`config.mk`:
```
export PLATFORM = sky130hd
export DESIGN_NAME = hit_judge_flat
export DESIGN_NICKNAME = d
export VERILOG_FILES = /design/src/rtl/hit_judge_if.sv /design/src/rtl/hit_judge.sv /design/src/flat_wrapper.sv
export SDC_FILE = /design/constraint.sdc
export NUM_CORES = 1
export LEC_CHECK = 0
export BUFFER_PORTS_ARGS = -buffer_cell sky130_fd_sc_hd__buf_2
export CORE_UTILIZATION = 40
export CTS_CLUSTER_DIAMETER = 40
export CTS_CLUSTER_SIZE = 20
export DETAILED_ROUTE_END_ITERATION = 16
export GPL_TIMING_DRIVEN = 0
export PLACE_DENSITY = 0.57
export RECOVER_POWER = 100
export SLEW_MARGIN = 20
export SYNTH_ARGS = -nofsm -noshare
export SYNTH_HDL_FRONTEND = slang
export SYNTH_SLANG_ARGS = --single-unit
```
`constraint.sdc`:
```
create_clock -name clk -period 8.3 [get_ports clk]
set_clock_uncertainty 0.15 [all_clocks]
set_input_delay 0.415 -clock clk [delete_from_list [all_inputs] [get_ports clk]]
set_output_delay 0.415 -clock clk [all_outputs]
set_load 0.03 [all_outputs]
```
`src/rtl/hit_judge_if.sv`:
```
// Signal bundle between the game/playfield side and the hit judge.
// hit_pulse/miss_pulse are one-cycle strobes with no back-pressure; score/combo/max_combo/perfect are valid in the strobe cycle.
interface hit_judge_if;
    logic        start;
    logic [2:0]  btn;
    logic [1:0]  active_column;
    logic [9:0]  note_y_position;
    logic        note_active;
    logic [15:0] score;
    logic [7:0]  combo;
    logic [7:0]  max_combo;
    logic        hit_pulse;
    logic        perfect;
    logic        miss_pulse;
    logic [2:0]  flash;
    logic [1:0]  state_dbg;

    modport master (
        output start, btn, active_column, note_y_position, note_active,
        input  score, combo, max_combo, hit_pulse, perfect, miss_pulse, flash, state_dbg
    );

    modport slave (
        input  start, btn, active_column, note_y_position, note_active,
        output score, combo, max_combo, hit_pulse, perfect, miss_pulse, flash, state_dbg
    );
endinterface

```
`src/rtl/hit_judge.sv`:
```
// Player-input judge: debounces fret buttons, judges each falling note once as PERFECT/GOOD/MISS,
// and keeps score, combo and per-column flash timers.
module hit_judge #(
    parameter int DEBOUNCE_CYCLES = 250000,
    parameter int HIT_LO          = 340,
    parameter int HIT_HI          = 400,
    parameter int PERF_LO         = 364,
    parameter int PERF_HI         = 388,
    parameter int FLASH_CYCLES    = 3000000
) (
    input logic       clk,
    input logic       rst,
    hit_judge_if.slave bus
);

    localparam int DW = $clog2(DEBOUNCE_CYCLES + 1);
    localparam int FW = $clog2(FLASH_CYCLES + 1);
    localparam logic [9:0] HIT_LO_Y  = 10'(HIT_LO);
    localparam logic [9:0] HIT_HI_Y  = 10'(HIT_HI);
    localparam logic [9:0] PERF_LO_Y = 10'(PERF_LO);
    localparam logic [9:0] PERF_HI_Y = 10'(PERF_HI);

    typedef enum logic [1:0] {
        S_IDLE   = 2'd0,
        S_WAIT   = 2'd1,
        S_JUDGED = 2'd2
    } state_t;

    state_t state, state_n;

    logic [2:0]    sync1, sync2, db, db_q, pe;
    logic [DW-1:0] db_cnt [3];
    logic [FW-1:0] flash_cnt [3];
    logic [9:0]    prev_y;
    logic [2:0]    col_oh;
    logic          in_win, in_perf, note_valid;
    logic          hit, note_miss, miss;
    logic [2:0]    add_val;
    logic [16:0]   score_sum;
    logic [7:0]    combo_inc;

    // Input path: 2-FF synchroniser then a per-bit stability counter.
    always_ff @(posedge clk or posedge rst) begin
        if (rst) begin
            sync1 <= '0;
            sync2 <= '0;
            db    <= '0;
            db_q  <= '0;
            for (int i = 0; i < 3; i++) db_cnt[i] <= '0;
        end else if (bus.start) begin
            sync1 <= '0;
            sync2 <= '0;
            db    <= '0;
            db_q  <= '0;
            for (int i = 0; i < 3; i++) db_cnt[i] <= '0;
        end else begin
            sync1 <= bus.btn;
            sync2 <= sync1;
            db_q  <= db;
            for (int i = 0; i < 3; i++) begin
                if (sync2[i] == db[i]) begin
                    db_cnt[i] <= '0;
                end else if (db_cnt[i] == DW'(DEBOUNCE_CYCLES - 1)) begin
                    db[i]     <= ~db[i];
                    db_cnt[i] <= '0;
                end else begin
                    db_cnt[i] <= db_cnt[i] + 1'b1;
                end
            end
        end
    end

    assign pe         = db & ~db_q;
    assign in_win     = (bus.note_y_position >= HIT_LO_Y)  && (bus.note_y_position <= HIT_HI_Y);
    assign in_perf    = (bus.note_y_position >= PERF_LO_Y) && (bus.note_y_position <= PERF_HI_Y);
    assign note_valid = bus.note_active && (bus.active_column != 2'd3);

    always_comb begin
        col_oh = 3'b000;
        case (bus.active_column)
            2'd0:    col_oh = 3'b001;
            2'd1:    col_oh = 3'b010;
            2'd2:    col_oh = 3'b100;
            default: col_oh = 3'b000;
        endcase
    end

    always_ff @(posedge clk or posedge rst) begin
        if (rst) begin
            state  <= S_IDLE;
            prev_y <= '0;
        end else if (bus.start) begin
            state  <= S_IDLE;
            prev_y <= '0;
        end else begin
            state  <= state_n;
            prev_y <= bus.note_y_position;
        end
    end

    // A hit outranks a note miss in the same cycle; col_oh is zero for column 3, so no hit there.
    always_comb begin
        state_n   = state;
        hit       = 1'b0;
        note_miss = 1'b0;
        case (state)
            S_IDLE: begin
                if (note_valid) state_n = S_WAIT;
            end
            S_WAIT: begin
                if ((pe != 3'b000) && (pe == col_oh) && in_win) begin
                    hit     = 1'b1;
                    state_n = S_JUDGED;
                end else if ((bus.note_y_position > HIT_HI_Y) ||
                             (!bus.note_active && (bus.note_y_position >= HIT_LO_Y))) begin
                    note_miss = 1'b1;
                    state_n   = S_JUDGED;
                end else if (!bus.note_active) begin
                    state_n = S_IDLE;
                end
            end
            S_JUDGED: begin
                if (!bus.note_active) state_n = S_IDLE;
                else if (bus.note_y_position < prev_y) state_n = S_WAIT;
            end
            default: state_n = S_IDLE;
        endcase
        miss = ((pe != 3'b000) && !hit) || note_miss;
    end

    assign bus.state_dbg = state;

    // Combo multiplier uses the combo value before this hit's increment.
    always_comb begin
        add_val   = in_perf ? 3'd2 : 3'd1;
        if (bus.combo >= 8'd10) add_val = add_val << 1;
        score_sum = {1'b0, bus.score} + {14'd0, add_val};
        combo_inc = (bus.combo == 8'hFF) ? 8'hFF : bus.combo + 8'd1;
    end

    always_ff @(posedge clk or posedge rst) begin
        if (rst) begin
            bus.score      <= '0;
            bus.combo      <= '0;
            bus.max_combo  <= '0;
            bus.hit_pulse  <= 1'b0;
            bus.perfect    <= 1'b0;
            bus.miss_pulse <= 1'b0;
        end else if (bus.start) begin
            bus.score      <= '0;
            bus.combo      <= '0;
            bus.max_combo  <= '0;
            bus.hit_pulse  <= 1'b0;
            bus.perfect    <= 1'b0;
            bus.miss_pulse <= 1'b0;
        end else begin
            bus.hit_pulse  <= hit;
            bus.perfect    <= hit && in_perf;
            bus.miss_pulse <= miss && !hit;
            if (hit) begin
                bus.score <= score_sum[16] ? 16'hFFFF : score_sum[15:0];
                bus.combo <= combo_inc;
                if (combo_inc > bus.max_combo) bus.max_combo <= combo_inc;
            end else if (miss) begin
                bus.combo <= '0;
            end
        end
    end

    // Flash timers: load on a hit in that column, count down to zero.
    always_ff @(posedge clk or posedge rst) begin
        if (rst) begin
            for (int i = 0; i < 3; i++) flash_cnt[i] <= '0;
        end else if (bus.start) begin
            for (int i = 0; i < 3; i++) flash_cnt[i] <= '0;
        end else begin
            for (int i = 0; i < 3; i++) begin
                if (hit && col_oh[i]) flash_cnt[i] <= FW'(FLASH_CYCLES);
                else if (flash_cnt[i] != '0) flash_cnt[i] <= flash_cnt[i] - 1'b1;
            end
        end
    end

    always_comb begin
        bus.flash = 3'b000;
        for (int i = 0; i < 3; i++) bus.flash[i] = (flash_cnt[i] != '0);
    end

endmodule

```
`src/flat_wrapper.sv`:
```
// flat-port wrapper written by rule: the top's interface ports become plain ports
module hit_judge_flat 
#(
    parameter int DEBOUNCE_CYCLES = 250000,
    parameter int HIT_LO          = 340,
    parameter int HIT_HI          = 400,
    parameter int PERF_LO         = 364,
    parameter int PERF_HI         = 388,
    parameter int FLASH_CYCLES    = 3000000
)
  (clk, rst, bus_start, bus_btn, bus_active_column, bus_note_y_position, bus_note_active, bus_score, bus_combo, bus_max_combo, bus_hit_pulse, bus_perfect, bus_miss_pulse, bus_flash, bus_state_dbg);
  hit_judge_if bus_i ();
  input logic clk;
  input logic rst;
  input wire logic [$bits(bus_i.start)-1:0] bus_start;
  input wire logic [$bits(bus_i.btn)-1:0] bus_btn;
  input wire logic [$bits(bus_i.active_column)-1:0] bus_active_column;
  input wire logic [$bits(bus_i.note_y_position)-1:0] bus_note_y_position;
  input wire logic [$bits(bus_i.note_active)-1:0] bus_note_active;
  output wire logic [$bits(bus_i.score)-1:0] bus_score;
  output wire logic [$bits(bus_i.combo)-1:0] bus_combo;
  output wire logic [$bits(bus_i.max_combo)-1:0] bus_max_combo;
  output wire logic [$bits(bus_i.hit_pulse)-1:0] bus_hit_pulse;
  output wire logic [$bits(bus_i.perfect)-1:0] bus_perfect;
  output wire logic [$bits(bus_i.miss_pulse)-1:0] bus_miss_pulse;
  output wire logic [$bits(bus_i.flash)-1:0] bus_flash;
  output wire logic [$bits(bus_i.state_dbg)-1:0] bus_state_dbg;
  assign bus_i.start = bus_start;
  assign bus_i.btn = bus_btn;
  assign bus_i.active_column = bus_active_column;
  assign bus_i.note_y_position = bus_note_y_position;
  assign bus_i.note_active = bus_note_active;
  assign bus_score = bus_i.score;
  assign bus_combo = bus_i.combo;
  assign bus_max_combo = bus_i.max_combo;
  assign bus_hit_pulse = bus_i.hit_pulse;
  assign bus_perfect = bus_i.perfect;
  assign bus_miss_pulse = bus_i.miss_pulse;
  assign bus_flash = bus_i.flash;
  assign bus_state_dbg = bus_i.state_dbg;
  hit_judge #(.DEBOUNCE_CYCLES(DEBOUNCE_CYCLES), .HIT_LO(HIT_LO), .HIT_HI(HIT_HI), .PERF_LO(PERF_LO), .PERF_HI(PERF_HI), .FLASH_CYCLES(FLASH_CYCLES)) u_core (.clk(clk), .rst(rst), .bus(bus_i));
endmodule
```
; After elaboration in Yosys (flattened, before gate mapping)
; Index checks and enable logic that the tools add are counted.
; Widths: inputs -> output; s select.
[op_classes]
n_addsub = 8
n_lt_le_gt_ge = 8
n_eq_ne = 19
mux = 54
bitwise = 5
n_reduce_logical = 36
[op_table]
columns = cell, count
row1 = $mux 22, 6
row2 = $mux 18, 6
row3 = $mux 66, 1
row4 = $reduce_bool 22->1, 3
row5 = $sub 22x1->22 const B, 3
row6 = $mux 8, 7
row7 = $add 18x1->18 const B, 3
row8 = $eq 18x18->1 const B, 3
row9 = $mux 54, 1
row10 = $mux 16, 3
row11 = $ge 10x9->1 const B, 2
row12 = $le 10x9->1 const B, 2
row13 = $add 16x3->17, 1
row14 = $mux 2, 8
row15 = $mux 3, 5
row16 = $reduce_bool 3->1, 5
row17 = $mux 1, 14
row18 = $logic_and 1x1->1, 12
row19 = $gt 10x9->1 const B, 1
row20 = $lt 10x10->1, 1
row21 = $mux 10, 1
row22 = $reduce_bool 2->1, 5
row23 = $pmux 3 s3, 1
row24 = $add 8x1->8 const B, 1
row25 = other kinds (20), 35
[totals]
ff_bits = 179
inputBits = 19
out_inout_bits = 40
word_cells = 150

; Depth between registers and ports, before layout
; Gate-level depths: netlist (run 1).
[logic_depth]
ltp_word = 13
ltp_mapped = 15
depth_no_buf = 14

; Least setup slack after synthesis (run 1)
; Ideal clock, no wire load.
[synth_timing]
path_kind = reg2reg
from = reg u_core.bus.combo[0]
to = reg u_core.bus.score[10]
setup_ns = 0.099
arrival_ns = 3.071
t_required_ns = 8.051
slack_ns = 4.980
stages_incl_launch_ff = 14
period_less_slack_ns = 3.320
cell_sequence = dfrtp_1 inv_1 ha_1 o31ai_1 nand2_1 ha_1 inv_1 fa_1 nand2b_1 a21oi_1 and3_1 clkbuf_1 a31oi_1 a311oi_1
[synth_via]
elab_chain_len = 6
[synth_lines]
columns = item, line
row1 = from (decl), hit_judge_if.sv:25  ; output score, combo, max_combo, hit_pulse, perfect, miss_pulse, flash, state_dbg
row2 = from (signal assigned), hit_judge.sv:162  ; bus.combo <= combo_inc;
row3 = $ge 8x4->1, hit_judge.sv:136  ; if (bus.combo >= 8'd10) add_val = add_val << 1;
row4 = $mux 3, hit_judge.sv:136
row5 = $add 16x3->17, hit_judge.sv:137  ; score_sum = {1'b0, bus.score} + {14'd0, add_val};
row6 = $mux 16, hit_judge.sv:161  ; bus.score <= score_sum[16] ? 16'hFFFF : score_sum[15:0];
row7 = $mux 16, hit_judge.sv:160  ; if (hit) begin
row8 = $mux 16, hit_judge.sv:149  ; end else if (bus.start) begin
row9 = to (signal assigned), hit_judge.sv:161
row10 = to (decl), hit_judge_if.sv:25
; Every way passes these cells. The select of a mux whose other input is x is not followed.
; A chain may end at the register's enable or synchronous reset.

; Final worst setup path (run 1)
[layout_timing]
from = reg u_core.flash_cnt[44] (netlist bit)
to = out bus_flash[0]
[layout_via]
elab_chain_len = 1
[layout_lines]
columns = item, line
row1 = from (decl), hit_judge.sv:33  ; logic [FW-1:0] flash_cnt [3];
row2 = "from (signal, indexed assignment)", hit_judge.sv:178  ; if (hit && col_oh[i]) flash_cnt[i] <= FW'(FLASH_CYCLES);
row3 = $reduce_bool 22->1, hit_judge.sv:186  ; for (int i = 0; i < 3; i++) bus.flash[i] = (flash_cnt[i] != '0);
row4 = to (decl), flat_wrapper.sv:26  ; output wire logic [$bits(bus_i.flash)-1:0] bus_flash;
; Every way passes these cells.

==> results of run 1 <==
## path summary, 6_finish.rpt
kind	from	to	slack (ns)	cells past startpoint
max reg2reg	u_core.flash_cnt[44]	u_core.flash_cnt[51]	3.92	9
min reg2reg	u_core.sync1[1]	u_core.sync2[1]	0.31	1
max	u_core.flash_cnt[44]	bus_flash[0]	3.39	8
min	bus_btn[0]	u_core.sync1[0]	0.09	2
min in group asynchronous	rst	u_core.db_cnt[52]	0.36	3
max in group asynchronous	rst	u_core.bus.combo[2]	6.48	5
## area by class of cell
class	count	area [um2]	area share, %
Timing Repair Buffer	61	302	2.86
Antenna cell	2	5.00	0.0475
Clock inverter	13	231	2.20
Buffer	29	119	1.13
Inverter	48	181	1.72
Multi-Input combinational cell	710	4430	42.0
Clock buffer	18	439	4.16
Sequential cell	179	4480	42.5
Tap cell	285	357	3.38
## power groups by stage
stage               Sequential (mW)  Clock, mW  Combinational (mW)
CTS                            1.10      0.945               0.932
finish                         1.10      0.918               0.909
global route                   1.12      0.978                1.03
global placement               1.11          0               0.912
floorplan                      1.09          0               0.758
detailed placement             1.12          0               0.923
## routing by layer
metal  GRT usage (%)  vias up  wire [um]
met2            27.6      105       8940
met4            4.62        2        212
met3            4.17       14        820
met1            25.3     3343      10000
met5               0        -         13
li1                -     3532          -
## critical path, cell delays in order, from the launching register on
cell      delay, ns
dfrtp_1        0.37
inv_1          0.08
ha_1           0.20
or4b_1         0.56
or3_2          0.44
clkbuf_1       0.20
nor4_1         1.13
clkinv_1       0.60
clkbuf_1       0.33
## state kept, by name, indices dropped and copies added, names as in the netlist
register               flops
u_core.db_cnt             54
u_core.sync1               3
u_core.flash_cnt          66
u_core.bus.perfect         1
u_core.db                  3
u_core.bus.combo           8
u_core.bus.max_combo       8
u_core.sync2               3
u_core.bus.miss_pulse      1
u_core.db_q                3
u_core.bus.state_dbg       2
u_core.bus.score          16
u_core.prev_y             10
u_core.bus.hit_pulse       1
## layout by cell type (no fill, tap or decap), types with 8 or more instances in the layout
cell type and n:
a211oi_1 9, a21oi_1 41, a311oi_1 8, a31oi_1 10, and3_1 18, buf_2 15
clkbuf_1 71, clkbuf_16 17, dfrtp_1 179, ha_1 29, inv_1 44, nand2_1 67
nand3_1 42, nand4_1 22, nor2_1 141, nor2b_1 24, nor3_1 31, nor4_1 23
o21ai_0 24, or3_1 13, xnor2_1 55, xor2_1 47
## cell families (layout without fill, tap and decap cells)
group                    after synthesis  after routing  share of synthesized area, %
flip-flops                           179            179                          48.4
multiplexers                           5              5                         0.555
AND/OR/NAND/NOR                      439            439                          24.3
other                                  0              2                             0
XOR/XNOR                             102            102                          9.66
adder cells (fa/ha/maj)               30             30                          4.14
buffers and inverters                 77            169                          3.48
AO/OA/AOI/OAI                        134            134                          9.41
## stage by stage
stage	power, mW	util, %	setup slack [ns]	instance area [um2]
floorplan	1.85	-	2.88	9250
global placement	2.03	43.7	0.549	9900
detailed placement	2.04	44.0	4.24	9960
CTS	2.98	47.0	4.49	10600
global route	3.13	46.6	2.93	10500
finish	2.93	46.6	3.39	10500
==> summary.md, run 1 <==
| Metric | Value |
|---|---|
| Status | `finished with violations` |
| Failing checks | `max-capacitance violations` |
| Fill cells | `2,170` |
| Max Slew Vio Count | `0` |
| Setup TNS | `0 ns` |
| P&R area growth vs syn | `14.0%` |
| Gr usage total | `between 10% and 20%` |
| Reg power frac | `between 30% and 40%` |
| Grt ovf | `0` |
| Power per cell area | `approximately 280 nW/um2` |
| Die height | `roughly 150 um` |
| # Post-CTS Setup Buffers | `0` |
| Period minus WS final | `between 4 and 5 ns` |
| Worst-path clk slew | `~0.070 ns` |
| Critical path launch point type | `flop` |
| Layout Cells excl Fill | `1,345` |
| Hold Vio Cnt, Final | `0` |
| Post-synth top area share | `48.4%` |
| Unrepaired setup endpoints after global routing | `no` |
| DIE AREA | `roughly 24,000 um2` |
| CP Data Required Time | `7.74 ns` |
| Fmax | `~200 MHz` |
| Ys async rst share | `100%` |
| Synth warn | `0` |
| Final WL | `20,000 um` |
| Largest net degree at the start of global routing | `98` |
| VDD IR-drop max | `0.114 mV` |
| Setup-failing EPs final | `0` |
| Share of layout cells above drive strength 1 | `approximately 6.4%` |
| Vias | `about 7,000` |
| Final cycle utilization of the critical path | `approximately three fifths` |
| H-Tree Depth | `4` |
| Worst rel slew slack | `under 10%` |
| Synthesized area per cell | `~9.6 um2` |
| Register area share after synthesis | `48.4%` |
| Clock power frac | `31.4%` |
| P_sw | `just under 1 mW` |
| Hold Worst Slack | `around 0.092 ns` |
| # rows | `55` |
| Count leader, synth | `dfrtp_1` |
| Count of input and output buffers | `58` |
| Combinational share of power | `a little under a third` |
| Global-route wire length before repair | `around 34,000 um` |
| Vias in the first global route | `about 6,800` |
| Num CTS Buffers | `17` |
| Commonest cells post-synth | `dfrtp_1 (179), nor2_1 (141), nand2_1 (66)` |
| Synth top area cells | `dfrtp_1 (48%), nor2_1 (5.7%), xnor2_1 (5.2%)` |
| Core ar. | `approximately 23,000 um2` |
| Hold_buf cts | `1` |
| Clk_lat worst skew | `0.43 ns` |
| DRT antenna net count | `0` |
| Layout Nets | `~1,100` |
| Unique masters post-synth | `between 60 and 70` |
| Chip width | `154 um` |
| CP Max Fanout | `9` |
| CTS-repair resized insts | `0` |
| Detail Placement HPWL | `13,900 um` |
| Clock sink count | `179` |
| Cell Int Power | `1.96 mW` |
| Number of enable flip-flop cells after synthesis | `0` |
| Clk buf depth | `2` |
| Io pins | `59` |
| Post-Syn Nets | `slightly above 1,000` |
| Initial antenna violation count | `4` |
| Worst path arrival time | `between 4 and 5 ns` |
| Initial DRC count | `369` |
| CTS tree | `yes` |
| Primary FF master, synth | `dfrtp_1` |
| Drt pass-1 iters | `4` |
| Hold Crit Class | `in -> reg` |
| Synthesized cell area | `approximately 9300 um2` |
| Residual DRC | `0` |
| Drt wl/cell | `around 15 um` |
| Initial Util | `between 40% and 50%` |
| Inst Count DP | `1,311` |
| Switch share | `33.1%` |
| Clk root buf | `clkbuf_16` |
| CP endpoint kind | `output port` |
| Max-Cap Viols | `1` |
| Worst-margin pin slew | `~1.5 ns` |
| P_leak | `4.59 nW` |
| Mapped Cells | `966` |
| Vias per cell | `between 5 and 6` |
| WS Path Type | `reg -> out` |
| Routability congestion estimate | `about 0.84` |
| Largest area contributor in the netlist | `dfrtp_1` |
| FF+latch count, synth | `between 150 and 200` |
(Power assumes the default switching activity.)
==> inputs of run 2 (changes only) <==
- ABC_AREA: default -> 1
- PLACE_DENSITY: 0.57 -> 0.59
- clock period: 8.3 -> 4.03 ns (I/O delays scaled with it)
==> run 2 against run 1 <==
Compared with the run above: the run ends with max-capacitance violations, max-slew violations left; first-iteration DRC count grew 25%; largest cell class is now multi-input gates; die area grew 12%; core utilization shrank 0.53 points.
==> summary.md, run 2 <==
| Metric | Value |
|---|---|
| Status | `finished with violations` |
| Failing checks | `max-capacitance violations, max-slew violations` |
| Primary FF master, synth | `dfrtp_1` |
| Post-synth top area share | `43.1% (-5.3 points)` |
| Hold Worst Slack | `0.0446 ns (-0.0479 ns)` |
| Unique masters post-synth | `45 (-30%)` |
| Finished Core Util | `46.0% (-0.53 points)` |
| Gr usage total | `19.9% (+2.0 points)` |
| Period minus WS final | `between 3 and 4 ns` |
| Worst path arrival time | `3.76 ns (-0.58 ns)` |
| Register area share after synthesis | `43.1% (-5.3 points)` |
| VDD IR-drop max | `0.247 mV (+120%)` |
| Area after DPL | `11,200 um2 (+13%)` |
| Clk buf depth | `2 (unchanged)` |
| Most frequent cells in the layout | `nor2_1 (297), nand2_1 (287), dfrtp_1 (179)` |
| Drt pass-1 iters | `5 (+1)` |
| Max reg flops | `66 (unchanged)` |
| Most common cell after layout, fill and taps aside | `nor2_1` |
| Final WL | `24,900 um (+25%)` |
| Initial Util | `41.1% (+0.20 points)` |
| H-Tree Depth | `4 (unchanged)` |
| Critical path, cell by cell | `dlygate4sd3_1 -> buf_2 -> inv_1 -> nand2_1 -> nor3_1 -> nand3_1 -> a31oi_1 -> ha_1 -> inv_1 -> fa_1 -> inv_1 -> nand2_1 -> a21oi_1 -> nand2_1 -> nor2_2 -> nand3_1 -> nor2_4 -> nor2_1 -> o21ai_0` |
| CTS-repair resized insts | `0 (unchanged)` |
| Ys async rst share | `100% (unchanged)` |
| Max-Cap Viols | `2 (+1)` |
| Vias in the first global route | `8,653 (+28%)` |
| Hold Vio Cnt, Final | `0 (unchanged)` |
| Drt wl/cell | `13.8 um (-7.3%)` |
| CP max-delay cell | `dlygate4sd3_1` |
| Biggest register | `u_core.flash_cnt` |
| WS Path Type | `in -> reg` |
| Clock sink count | `179 (unchanged)` |
| Die height | `163 um (+5.9%)` |
| Io pins | `59 (unchanged)` |
| CP Data Required Time | `4.24 ns (-3.50 ns)` |
| Layout Cells excl Fill | `1,811 (+35%)` |
| Largest regs | `u_core.flash_cnt x66, u_core.db_cnt x54, u_core.bus.score x16` |
| CP endpoint kind | `flop` |
| Largest area contributor in the netlist | `dfrtp_1` |
| Fmax | `281 MHz` |
| Global-route wire length before repair | `42,300 um (+25%)` |
| Synthesized area per cell | `7.58 um2 (-21%)` |
| Commonest cells post-synth | `nor2_1 (294), nand2_1 (285), dfrtp_1 (179)` |
| FF+latch count, synth | `179 (unchanged)` |
| Layout Nets | `1,517 (+39%)` |
| CTS tree | `yes` |
| Synth warn | `0 (unchanged)` |
| Unrepaired setup endpoints after global routing | `no` |
| Worst-margin pin slew | `1.62 ns (+0.152 ns)` |
| Initial DRC count | `460 (+25%)` |
| Critical path's largest stage delay | `0.53 ns (-0.60 ns)` |
| CP Max Fanout | `8 (-1)` |
| Count of input and output buffers | `58 (unchanged)` |
| Max Slew Vio Count | `60 (+60)` |
| Mapped Cells | `1,371 (+42%)` |
| Vias | `8,872 (+27%)` |
| Detail Placement HPWL | `19,000 um (+37%)` |
| P&R area growth vs syn | `12.2%` |
| Synth top area cells | `dfrtp_1 (43%), nor2_1 (11%), nand2_1 (10%)` |
| Setup-failing EPs final | `0 (unchanged)` |
| Core ar. | `25,300 um2 (+12%)` |
| DRT antenna net count | `0 (unchanged)` |
| DIE AREA | `26,600 um2 (+12%)` |
| Hold Crit Class | `in -> reg` |
| Power per cell area | `510 nW/um2 (+84%)` |
| Post-Layout Inst Area | `11,700 um2 (+11%)` |
| Count leader, synth | `nor2_1` |
| Routability congestion estimate | `0.877 (+4.1%)` |
| # rows | `58 (+5.5%)` |
| Number of enable flip-flop cells after synthesis | `0 (unchanged)` |
| Clk_lat worst skew | `0.44 ns (about the same)` |
| Residual DRC | `0 (unchanged)` |
| Worst rel slew slack | `-7.87% (-9.2 points)` |
| Setup TNS | `0 ns (unchanged)` |
| Critical path launch point type | `input pin` |
| # Post-CTS Setup Buffers | `0 (unchanged)` |
| Post-Syn Nets | `1,420 (+40%)` |
| P_leak | `5.57 nW (+21%)` |
| Inst Count DP | `1,765 (+35%)` |
| Vias per cell | `4.90 (-5.8%)` |
| Worst-path clk slew | `0.08 ns (about the same)` |
| Chip width | `163 um (+5.9%)` |
| Synthesized cell area | `10,400 um2 (+12%)` |
| Share of layout cells above drive strength 1 | `5.60% (-0.82 points)` |
| Ant diodes | `0 (-2)` |
| Initial antenna violation count | `0 (-4)` |
| Final cycle utilization of the critical path | `88.2%` |
| Grt ovf | `0 (unchanged)` |
| Largest net degree at the start of global routing | `34 (-65%)` |
| Clk root buf | `clkbuf_16` |
| Num CTS Buffers | `17 (unchanged)` |
==> run 2: changes by cell type after synthesis, sizes merged, moves of 11 or more <==
cell	before	now
a21oi	41	52
and3	18	1
buf	3	19
clkbuf	26	4
inv	46	146
nand2	67	293
nand3	42	98
nor2	141	307
nor2b	24	0
nor4	23	7
or3	15	0
xnor2	55	26
xor2	47	62
==> run 2: cells by family (layout without fill, tap and decap cells) <==
family	after synthesis	in the layout	synth area share (%)
adders and majority gates	30	30	3.68
buffers and inverters	169	279	6.83
DFF	179	179	43.1
AOI/OAI and AO/OA	102	102	5.41
and+or+nand+nor	803	803	33.6
xor gates and xnor gates	88	88	7.41
==> run 2: where the power goes <==
part	internal (mW)	leakage, nW	total [mW]	switching [mW]
combinational	0.801	2.85	2.10	1.30
sequential	2.01	2.45	2.22	0.210
clock	0.825	0.271	1.63	0.801
==> run 2: final cells by class <==
class	count	area, um2
Multi-Input combinational cell	1023	5140
Fill cell	2613	13700
Timing Repair Buffer	78	418
Inverter	146	551
Tap cell	330	413
Clock buffer	18	429
Clock inverter	14	136
Buffer	23	96.3
Sequential cell	179	4480
==> run 2: repair_timing <==
| item | in CTS | in global routing |
|---|---|---|
| endpoints found under the hold margin | 32 | 0 |
| hold buffers | 14 | 0 |
| endpoints found under the setup margin | 0 | 0 |
==> run 2: worst max-delay path: cells and delay by family <==
| kind | cells | cell delay [ns] |
|---|---|---|
| and+or+nand+nor | 9 | 1.23 |
| buffers and inverters | 5 | 0.89 |
| AOI/OAI and AO/OA | 3 | 0.76 |
| adders and majority gates | 2 | 0.68 |
==> run 2: final timing paths <==
path                                        startpoint                      end  slack, ns  cells after the start
worst max-delay path            bus_note_y_position[4]      u_core.bus.score[1]       0.47                     19
max in group asynchronous                          rst     u_core.flash_cnt[23]       1.18                      5
worst max register to register     u_core.bus.combo[0]      u_core.bus.score[1]       0.54                     16
worst min-delay path                   bus_note_active  u_core.bus.state_dbg[0]       0.04                      3
worst min register to register         u_core.sync1[1]          u_core.sync2[1]       0.31                      2
min in group asynchronous                          rst        u_core.db_cnt[39]       0.31                      3
==> run 2: routing by layer <==
layer	routed length [um]	track usage, %	vias up	part of all wire [%]
met5	0	0	-	0
met4	191	4.42	0	0.77
met3	911	3.61	14	3.7
met2	11500	32.8	118	46
met1	12400	27.2	4179	50
li1	-	-	4561	-
==> run 2: per-stage QoR <==
| step | power [mW] | setup slack (ns) |
|---|---|---|
| global placement | 4.33 | 0.120 |
| detailed placement | 4.36 | 0.611 |
| floorplan | 3.90 | 0.941 |
| global route | 6.43 | 0.139 |
| CTS | 6.03 | 0.580 |
| finish | 5.95 | 0.474 |
